### src/rtl/lm75_poller.sv
// LM75 temperature poller: configures the sensor once, then reads it periodically via an I2C master.
// Define LM75_POLL_ALARM_EN to build the signed high/low hysteresis alarm; otherwise Alarm is tied low.
module lm75_poller #(
  parameter logic        [6:0] SLAVE_ADR  = 7'b1001101,
  parameter logic        [7:0] CFG_BYTE   = 8'h00,
  parameter int unsigned       POLL_TICKS = 50000,
  parameter int unsigned       MAX_RETRY  = 3,
  parameter logic signed [7:0] T_HIGH     = 8'sh50,
  parameter logic signed [7:0] T_LOW      = 8'sh4B
) (
  input  logic       Clk_in,
  input  logic       Rst,
  input  logic       En,
  input  logic       Clr_fault,
  output logic       M_Start,
  output logic [6:0] M_Adr,
  output logic [7:0] M_Pointer,
  output logic       M_R_W,
  output logic [7:0] M_Data_in,
  output logic [7:0] M_Data_in2,
  input  logic       M_Ready,
  input  logic       M_Error,
  input  logic [7:0] M_Data_out,
  output logic [7:0] Temp,
  output logic       Temp_valid,
  output logic       Fault,
  output logic       Alarm,
  output logic [7:0] Err_count
);

  localparam int TICK_W  = (POLL_TICKS > 1) ? $clog2(POLL_TICKS) : 1;
  localparam int RETRY_W = $clog2(MAX_RETRY + 1);
  localparam logic [TICK_W-1:0]  TICK_LAST = TICK_W'(POLL_TICKS - 1);
  localparam logic [RETRY_W-1:0] RETRY_MAX = RETRY_W'(MAX_RETRY);

  typedef enum logic [3:0] {
    IDLE, CFG_ISSUE, CFG_BUSY, CFG_DONE,
    RD_ISSUE, RD_BUSY, RD_DONE, INTERVAL, FAULT
  } state_e;

  state_e               state_q, state_d;
  logic [TICK_W-1:0]    tick_q, tick_d;
  logic [RETRY_W-1:0]   retry_q, retry_d;
  logic [7:0]           err_q, err_d;
  logic [7:0]           temp_q, temp_d;
  logic                 tv_q, tv_d;

  logic [RETRY_W-1:0]   retryInc;
  logic                 retryHit;
  logic [7:0]           errInc;

  assign retryInc = retry_q + 1'b1;
  assign retryHit = (retryInc >= RETRY_MAX);
  assign errInc   = (err_q == 8'hFF) ? err_q : err_q + 8'd1;

  always_ff @(posedge Clk_in) begin
    if (!Rst) begin
      state_q <= IDLE;
      tick_q  <= '0;
      retry_q <= '0;
      err_q   <= '0;
      temp_q  <= '0;
      tv_q    <= 1'b0;
    end else begin
      state_q <= state_d;
      tick_q  <= tick_d;
      retry_q <= retry_d;
      err_q   <= err_d;
      temp_q  <= temp_d;
      tv_q    <= tv_d;
    end
  end

  // A failed transaction (M_Error seen with M_Ready) retries until MAX_RETRY in a row, then faults.
  always_comb begin
    state_d = state_q;
    tick_d  = tick_q;
    retry_d = retry_q;
    err_d   = err_q;
    temp_d  = temp_q;
    tv_d    = 1'b0;
    case (state_q)
      IDLE:      if (En && M_Ready) state_d = CFG_ISSUE;
      CFG_ISSUE: state_d = CFG_BUSY;
      CFG_BUSY:  if (!M_Ready) state_d = CFG_DONE;
      CFG_DONE: begin
        if (M_Ready) begin
          if (M_Error) begin
            err_d   = errInc;
            retry_d = retryInc;
            if (retryHit)  state_d = FAULT;
            else if (!En)  state_d = IDLE;
            else           state_d = CFG_ISSUE;
          end else begin
            retry_d = '0;
            state_d = En ? RD_ISSUE : IDLE;
          end
        end
      end
      RD_ISSUE:  state_d = RD_BUSY;
      RD_BUSY:   if (!M_Ready) state_d = RD_DONE;
      RD_DONE: begin
        if (M_Ready) begin
          if (M_Error) begin
            err_d   = errInc;
            retry_d = retryInc;
            if (retryHit)  state_d = FAULT;
            else if (!En)  state_d = IDLE;
            else           state_d = RD_ISSUE;
          end else begin
            temp_d  = M_Data_out;
            tv_d    = 1'b1;
            retry_d = '0;
            tick_d  = '0;
            state_d = En ? INTERVAL : IDLE;
          end
        end
      end
      INTERVAL: begin
        if (tick_q == TICK_LAST) state_d = En ? RD_ISSUE : IDLE;
        else                     tick_d  = tick_q + 1'b1;
      end
      FAULT: begin
        if (Clr_fault) begin
          retry_d = '0;
          state_d = IDLE;
        end
      end
      default:   state_d = IDLE;
    endcase
  end

  always_comb begin
    M_Start    = 1'b0;
    M_Adr      = '0;
    M_Pointer  = '0;
    M_R_W      = 1'b0;
    M_Data_in  = '0;
    M_Data_in2 = '0;
    case (state_q)
      CFG_ISSUE, CFG_BUSY, CFG_DONE: begin
        M_Start   = (state_q == CFG_ISSUE);
        M_Adr     = SLAVE_ADR;
        M_Pointer = 8'h01;
        M_Data_in = CFG_BYTE;
      end
      RD_ISSUE, RD_BUSY, RD_DONE: begin
        M_Start   = (state_q == RD_ISSUE);
        M_Adr     = SLAVE_ADR;
        M_Pointer = 8'h00;
        M_R_W     = 1'b1;
      end
      default: ;
    endcase
  end

  assign Temp       = temp_q;
  assign Temp_valid = tv_q;
  assign Fault      = (state_q == FAULT);
  assign Err_count  = err_q;

`ifdef LM75_POLL_ALARM_EN
  logic alarm_q;

  // Hysteresis: only a fresh reading can move the alarm, and the band between thresholds holds it.
  always_ff @(posedge Clk_in) begin
    if (!Rst) begin
      alarm_q <= 1'b0;
    end else if (tv_d) begin
      if ($signed(temp_d) >= T_HIGH)    alarm_q <= 1'b1;
      else if ($signed(temp_d) < T_LOW) alarm_q <= 1'b0;
    end
  end

  assign Alarm = alarm_q;
`else
  assign Alarm = 1'b0;
`endif

endmodule

### config.mk
export PLATFORM = sky130hd
export DESIGN_NAME = lm75_poller
export DESIGN_NICKNAME = d
export VERILOG_FILES = /design/src/rtl/lm75_poller.sv
export SDC_FILE = /design/constraint.sdc
export NUM_CORES = 1
export LEC_CHECK = 0
export CORE_ASPECT_RATIO = 1.2
export CORE_MARGIN = 2
export CORE_UTILIZATION = 43
export DETAILED_ROUTE_END_ITERATION = 10
export PLACE_DENSITY_LB_ADDON = 0.25
export SYNTH_ARGS = -nofsm -noshare
export SYNTH_HDL_FRONTEND = slang
export SYNTH_SLANG_ARGS = --single-unit
### constraint.sdc
create_clock -name Clk_in -period 2.7 [get_ports Clk_in]
set_input_delay 0.405 -clock Clk_in [delete_from_list [all_inputs] [get_ports Clk_in]]
set_output_delay 0.405 -clock Clk_in [all_outputs]
set_load 0.02 [all_outputs]
# Word level (Yosys, flattened, before mapping)
# Index checks and enable logic that the tools add are counted.
totals:
  inputBits: 14
  ff_bits: 39
  word_cells: 74
  output_inout_bits: 52
op_classes:
  n_eq_ne: 20
  magnitude_cmp: 1
  n_addsub: 3
  bitwise_logic: 2
  reduce_logical: 14
  mux: 28
ops:
  columns: ["cell", "n"]
  rows:
  - ["$mux 16", 3]
  - ["$mux 4", 11]
  - ["$pmux 4 s9", 1]
  - ["$pmux 16 s2", 1]
  - ["$ne 2x2->1 const B", 9]
  - ["$add 16x1->16 const B", 1]
  - ["$eq 16x16->1 const B", 1]
  - ["$eq 4x3->1 const B", 4]
  - ["$reduce_and 3->1", 3]
  - ["$add 8x1->8 const B", 1]
  - ["$eq 4x2->1 const B", 2]
  - ["$eq 8x8->1 const B", 1]
  - ["$reduce_and 4->1", 2]
  - ["$mux 7", 1]
  - ["$reduce_and 7->1", 1]
  - ["$mux 2", 3]
  - ["$mux 3", 2]
  - ["$reduce_or 3->1", 2]
  - ["$reduce_or 6->1", 1]
  - ["$eq 4x1->1 const B", 1]
  - ["$eq 4x4->1 const B", 1]
  - ["$logic_not 4->1", 1]
  - ["$mux 1", 4]
  - ["$pmux 2 s2", 1]
  - ["other kinds (8)", 10]

# Depth between registers and ports, before layout
# Gate-level depths: netlist of run 1.
depth:
  depth_word: 6
  mapped_depth: 8

# Least setup slack after synthesis of run 1
# Ideal clock, no wire load.
synth_timing:
  path_type: "reg-to-reg"
  startpoint: "register state_q[2]"
  endpoint: "register state_q[0]"
  setup_time_ns: 0.072
  required_time_ns: 2.628
  path_stages_with_launch: 6
  path_buffers: 0
  setup_slack_ns: 0.638
  t_arrival_ns: 1.990
  path_cell_list: "dfxtp_1 > nor4b_1 > nand2b_1 > o311ai_0 > or3_4 > mux2i_1"
synth_via:
  elab_chain_len: 3
  word_cells_on_any_way: 18
  classes_between: "15 x eq/ne; 1 x mux; 2 x reduce/logical"
synth_lines:
  columns: ["element", "line_no", "text"]
  rows:
  - ["from (decl)", "41", "state_e state_q, state_d;"]
  - ["from (signal assigned)", "65", "state_q <= state_d;"]
  - ["$eq 4x4->1 (*)", null, null]
  - ["net Fault", "26", "output logic Fault,"]
  - ["$ne 2x2->1 (no line)", null, null]
  - ["$reduce_and 7->1 (no line)", null, null]
# The timed path passes the listed nets; every way through them passes the cells marked *.
# A chain may end at the register's enable or synchronous reset.

# Worst setup path in the final report of run 1
layout_timing:
  startpoint: "register state_q[1]"
  endpoint: "output port M_Adr[6]"
layout_via:
  elab_chain_len: 3
  word_cells_on_any_way: 8
  classes_between: "6 x eq/ne; 1 x mux; 1 x reduce/logical"
layout_lines:
  columns: ["element", "line_no", "text"]
  rows:
  - ["$eq 4x1->1 (tied with other cells)", "140", "case (state_q)"]
  - ["$reduce_or 6->1 (no line) (*)", null, null]
  - ["$mux 7 (*)", "140", null]
  - ["to (decl)", "16", "output logic [6:0] M_Adr,"]
# Mark *: on every way between the ends. The rest lies on a longest branch, timed or not.

==> flow_summary_export.csv, run 1 <==
group,metric,value,unit
timing,fin_skew,3.945,ps
cts,cts_buffers,5,
cts,path_clk_slew,80,ps
timing,period_share,89.81,%
grt,antenna_found_initial,0,
final_layout,fill_cells,534,
synth,async_reset_ff_share,0,%
route,drt_drc_violations_left,0,
worst_setup_path,crit_chain,"nor2_1 > nor3_1 > or2_2 > clkdlybuf4s50_1",
grt,grt_pass1_vias,1842,
worst_hold_path,hp-class,"flip-flop to flip-flop",
final_layout,diodes,0,
synth,synthFlopType,"dfxtp_1",
timing,finalHoldViolCount,0,
timing,worst_pin_slew,569.7,ps
grt,grt_pass1_wl,8376,um
route,first_iter_violations,74,
worst_setup_path,critPathSlowestCell,"dfxtp_1",
worst_setup_path,cp_max_fo,15,
worst_setup_path,worst_setup_path_start_kind,"flip-flop",
worst_setup_path,worst-path-stages,4,
cts,cts_max_path_buffers,2,
cts,clk_latency,300,ps
worst_setup_path,r2r_cells,5,
timing,relSlewSlack,61.54,%
timing,finalSetupViolCount,0,
final_layout,utilization,52.54,%
synth,syn_inst,282,
worst_setup_path,path_buf_inv,1,
floorplanning,core,5225,um^2
synth,synth-seq-cells,39,
final_layout,area_growth,18.72,%
floorplanning,row_count,29,
timing,setup_tns,0,ps
floorplanning,initial_utilization,44.25,%
synth,synth_edf_count,0,
synth,synth_area_leaders,"dfxtp_1 (34%), buf_4 (9.7%), nand2_1 (6.3%)",
synth,netlist.area_leader.share,33.77,%
power_and_ir_drop,sequentialPowerShare,41.6,%
status,status,"completed",
timing,max_freq,412.4,MHz
placement,place_congestion,0.8378,
synth,yosysTopAreaCell,"dfxtp_1",
floorplanning,die-area,5982,um^2
grt,grt_max_degree,22,
power_and_ir_drop,ir_worst_vdd,261.2,uV
floorplanning,die_x,70.94,um
floorplanning,pin_count,66,
route,avgViaCountPerCell,5.184,
synth,seq_area_frac_synth,33.77,%
route,drtAntennaViolNets,0,
route,first_pass_iters,4,
placement,placed_cells,373,
timing,rsz0062_at_grt,"false",
final_layout,seq_area,782.0,um^2
placement,dp_hpwl,3592,um
synth,synthTopCellsByCount,"dfxtp_1 (39), nand2_1 (39), buf_4 (30)",
route,wire_per_inst,12.70,um
final_layout,multiInputGateArea,1323,um^2
placement,place_ws,376.9,ps
synth,ys_types,53,
route,vias,1975,
route,wl,4837,um
cts,cts-htree-levels,2,
final_layout,fin_cells,381,
worst_setup_path,slowest_delay,610,ps
floorplanning,fp.dieH,84.33,um
worst_setup_path,cp.arrival,2020,ps
power_and_ir_drop,power.density,547.0,nW/um^2
worst_hold_path,min-delay-start,"retry_q[1]",
worst_setup_path,criticalPathCategory,"flip-flop to output port",
power_and_ir_drop,p_leak,0.9304,nW
worst_hold_path,holdPathStages,2,
grt,grt_use_total,16.95,%
power_and_ir_drop,internal_power,983.3,uW
final_layout,drive_above_1_share,8.464,%
cts,postCtsSetupRepairBufs,0,
flow_run,cap_violations,0,
power_and_ir_drop,p_comb_share,31.1,%
timing,slew_violations,0,
worst_setup_path,worst_ep_required_time,2300,ps
worst_setup_path,crit_start,"state_q[1]",
cts,clock_sinks,39,
synth,synth_warnings,0,
timing,worst_slack,275.0,ps
final_layout,nets,335,
placement,port_buffers,38,
worst_setup_path,endpoint_kind,"output port",
power_and_ir_drop,p_switching,518.2,uW
timing,period_needed,2425,ps
cts,cts_root_buffer,"clkbuf_8",
cts,cts_tree,"built",
grt,grt_overflow,0,
power_and_ir_drop,clkPwrFrac,27.2,%
worst_setup_path,timing.rr.start,"state_q[1]",
power_and_ir_drop,swShare,34.51,%
worst_setup_path,critPathTopFamily,"flip-flops",
synth,synth_area_per_cell,8.199,um^2
synth,syn_area,2312,um^2
## worst min-delay path, cell delays in order (launching register included)
cell	delay, ps
dfxtp_1	320
nand2_1	50
a21boi_0	60
## registers in the layout (all words and copies together) (netlist names)
name        cells
Err_count       8
Temp            8
Temp_valid      1
state_q         4
retry_q         2
tick_q         16
## stage by stage
step / area (um^2) / power (mW) / hold WS (ps)
after global routing: 2745 / 1.583 / 489.1
after floorplan: 2410 / 0.9966 / 444.7
after CTS: 2744 / 1.517 / 470.9
after global placement: 2651 / 1.101 / 454.0
final: 2745 / 1.502 / 466.2
after detailed placement: 2651 / 1.106 / 459.8
## layout by cell type (no fill, tap or decap), drive strengths merged, types with 5 or more instances in the layout
cell type | netlist | routed
inv | 8 | 9
o21ai | 10 | 10
and3 | 5 | 5
or3 | 9 | 9
conb | 1 | 27
nand2 | 39 | 39
xnor2 | 11 | 11
buf | 31 | 8
clkbuf | 12 | 5
nand3 | 10 | 10
nor2 | 19 | 19
a211oi | 6 | 6
a21boi | 17 | 17
clkdlybuf4s50 | 0 | 38
dfxtp | 39 | 39
nor3 | 7 | 7
## path summary, 6_finish.rpt
path | to | slack, ps
min | retry_q[1] | 470
max | M_Adr[6] | 280
min reg2reg | retry_q[1] | 470
max reg2reg | tick_q[6] | 450
## what timing repair did
| item | in CTS | in global routing |
|---|---|---|
| resized for setup | 0 | 1 |
| endpoints found under the setup margin | 0 | 4 |
| hold buffers | 0 | 0 |
| hold endpoints to repair | 0 | 0 |
## cell families after synthesis
family / after synthesis / synth area share [%]
adders and majority gates: 3 / 1.624
DFF: 39 / 33.77
muxes: 4 / 1.732
AOI/OAI and AO/OA: 53 / 16.83
and+or+nand+nor: 118 / 27.71
other: 1 / 0.1622
buffers and inverters: 51 / 13.26
xor gates and xnor gates: 13 / 4.924
## final cells by class
cell class | count | share of cell area [%]
Sequential cell | 39 | 28.49
Clock buffer | 5 | 2.507
Clock inverter | 3 | 0.8660
Timing Repair Buffer | 46 | 16.04
Tap cell | 62 | 2.826
Inverter | 8 | 1.094
Multi-Input combinational cell | 218 | 48.18
## power groups by stage
stage	logic (mW)	clock network (mW)	registers, mW
final	0.468	0.408	0.625
after global routing	0.506	0.447	0.630
after CTS	0.471	0.422	0.624
after detailed placement	0.469	0	0.637
after global placement	0.464	0	0.638
after floorplan	0.375	0	0.621
## routing by layer
layer | track usage (%) | part of all wire [%] | vias to the layer above
met2 | 28.38 | 49 | 43
li1 | - | - | 1015
met4 | 4.631 | 0.39 | 0
met3 | 3.962 | 4.4 | 2
met1 | 21.81 | 46 | 915
met5 | 0 | 0 | -
Note: power is estimated with default switching activity, not from simulation.
==> inputs of run 2 (changes only) <==
- HOLD_SLACK_MARGIN: not set -> 0.02
==> results of run 2 <==
No change in the layout: final DEF, timing and power equal those of run 1.
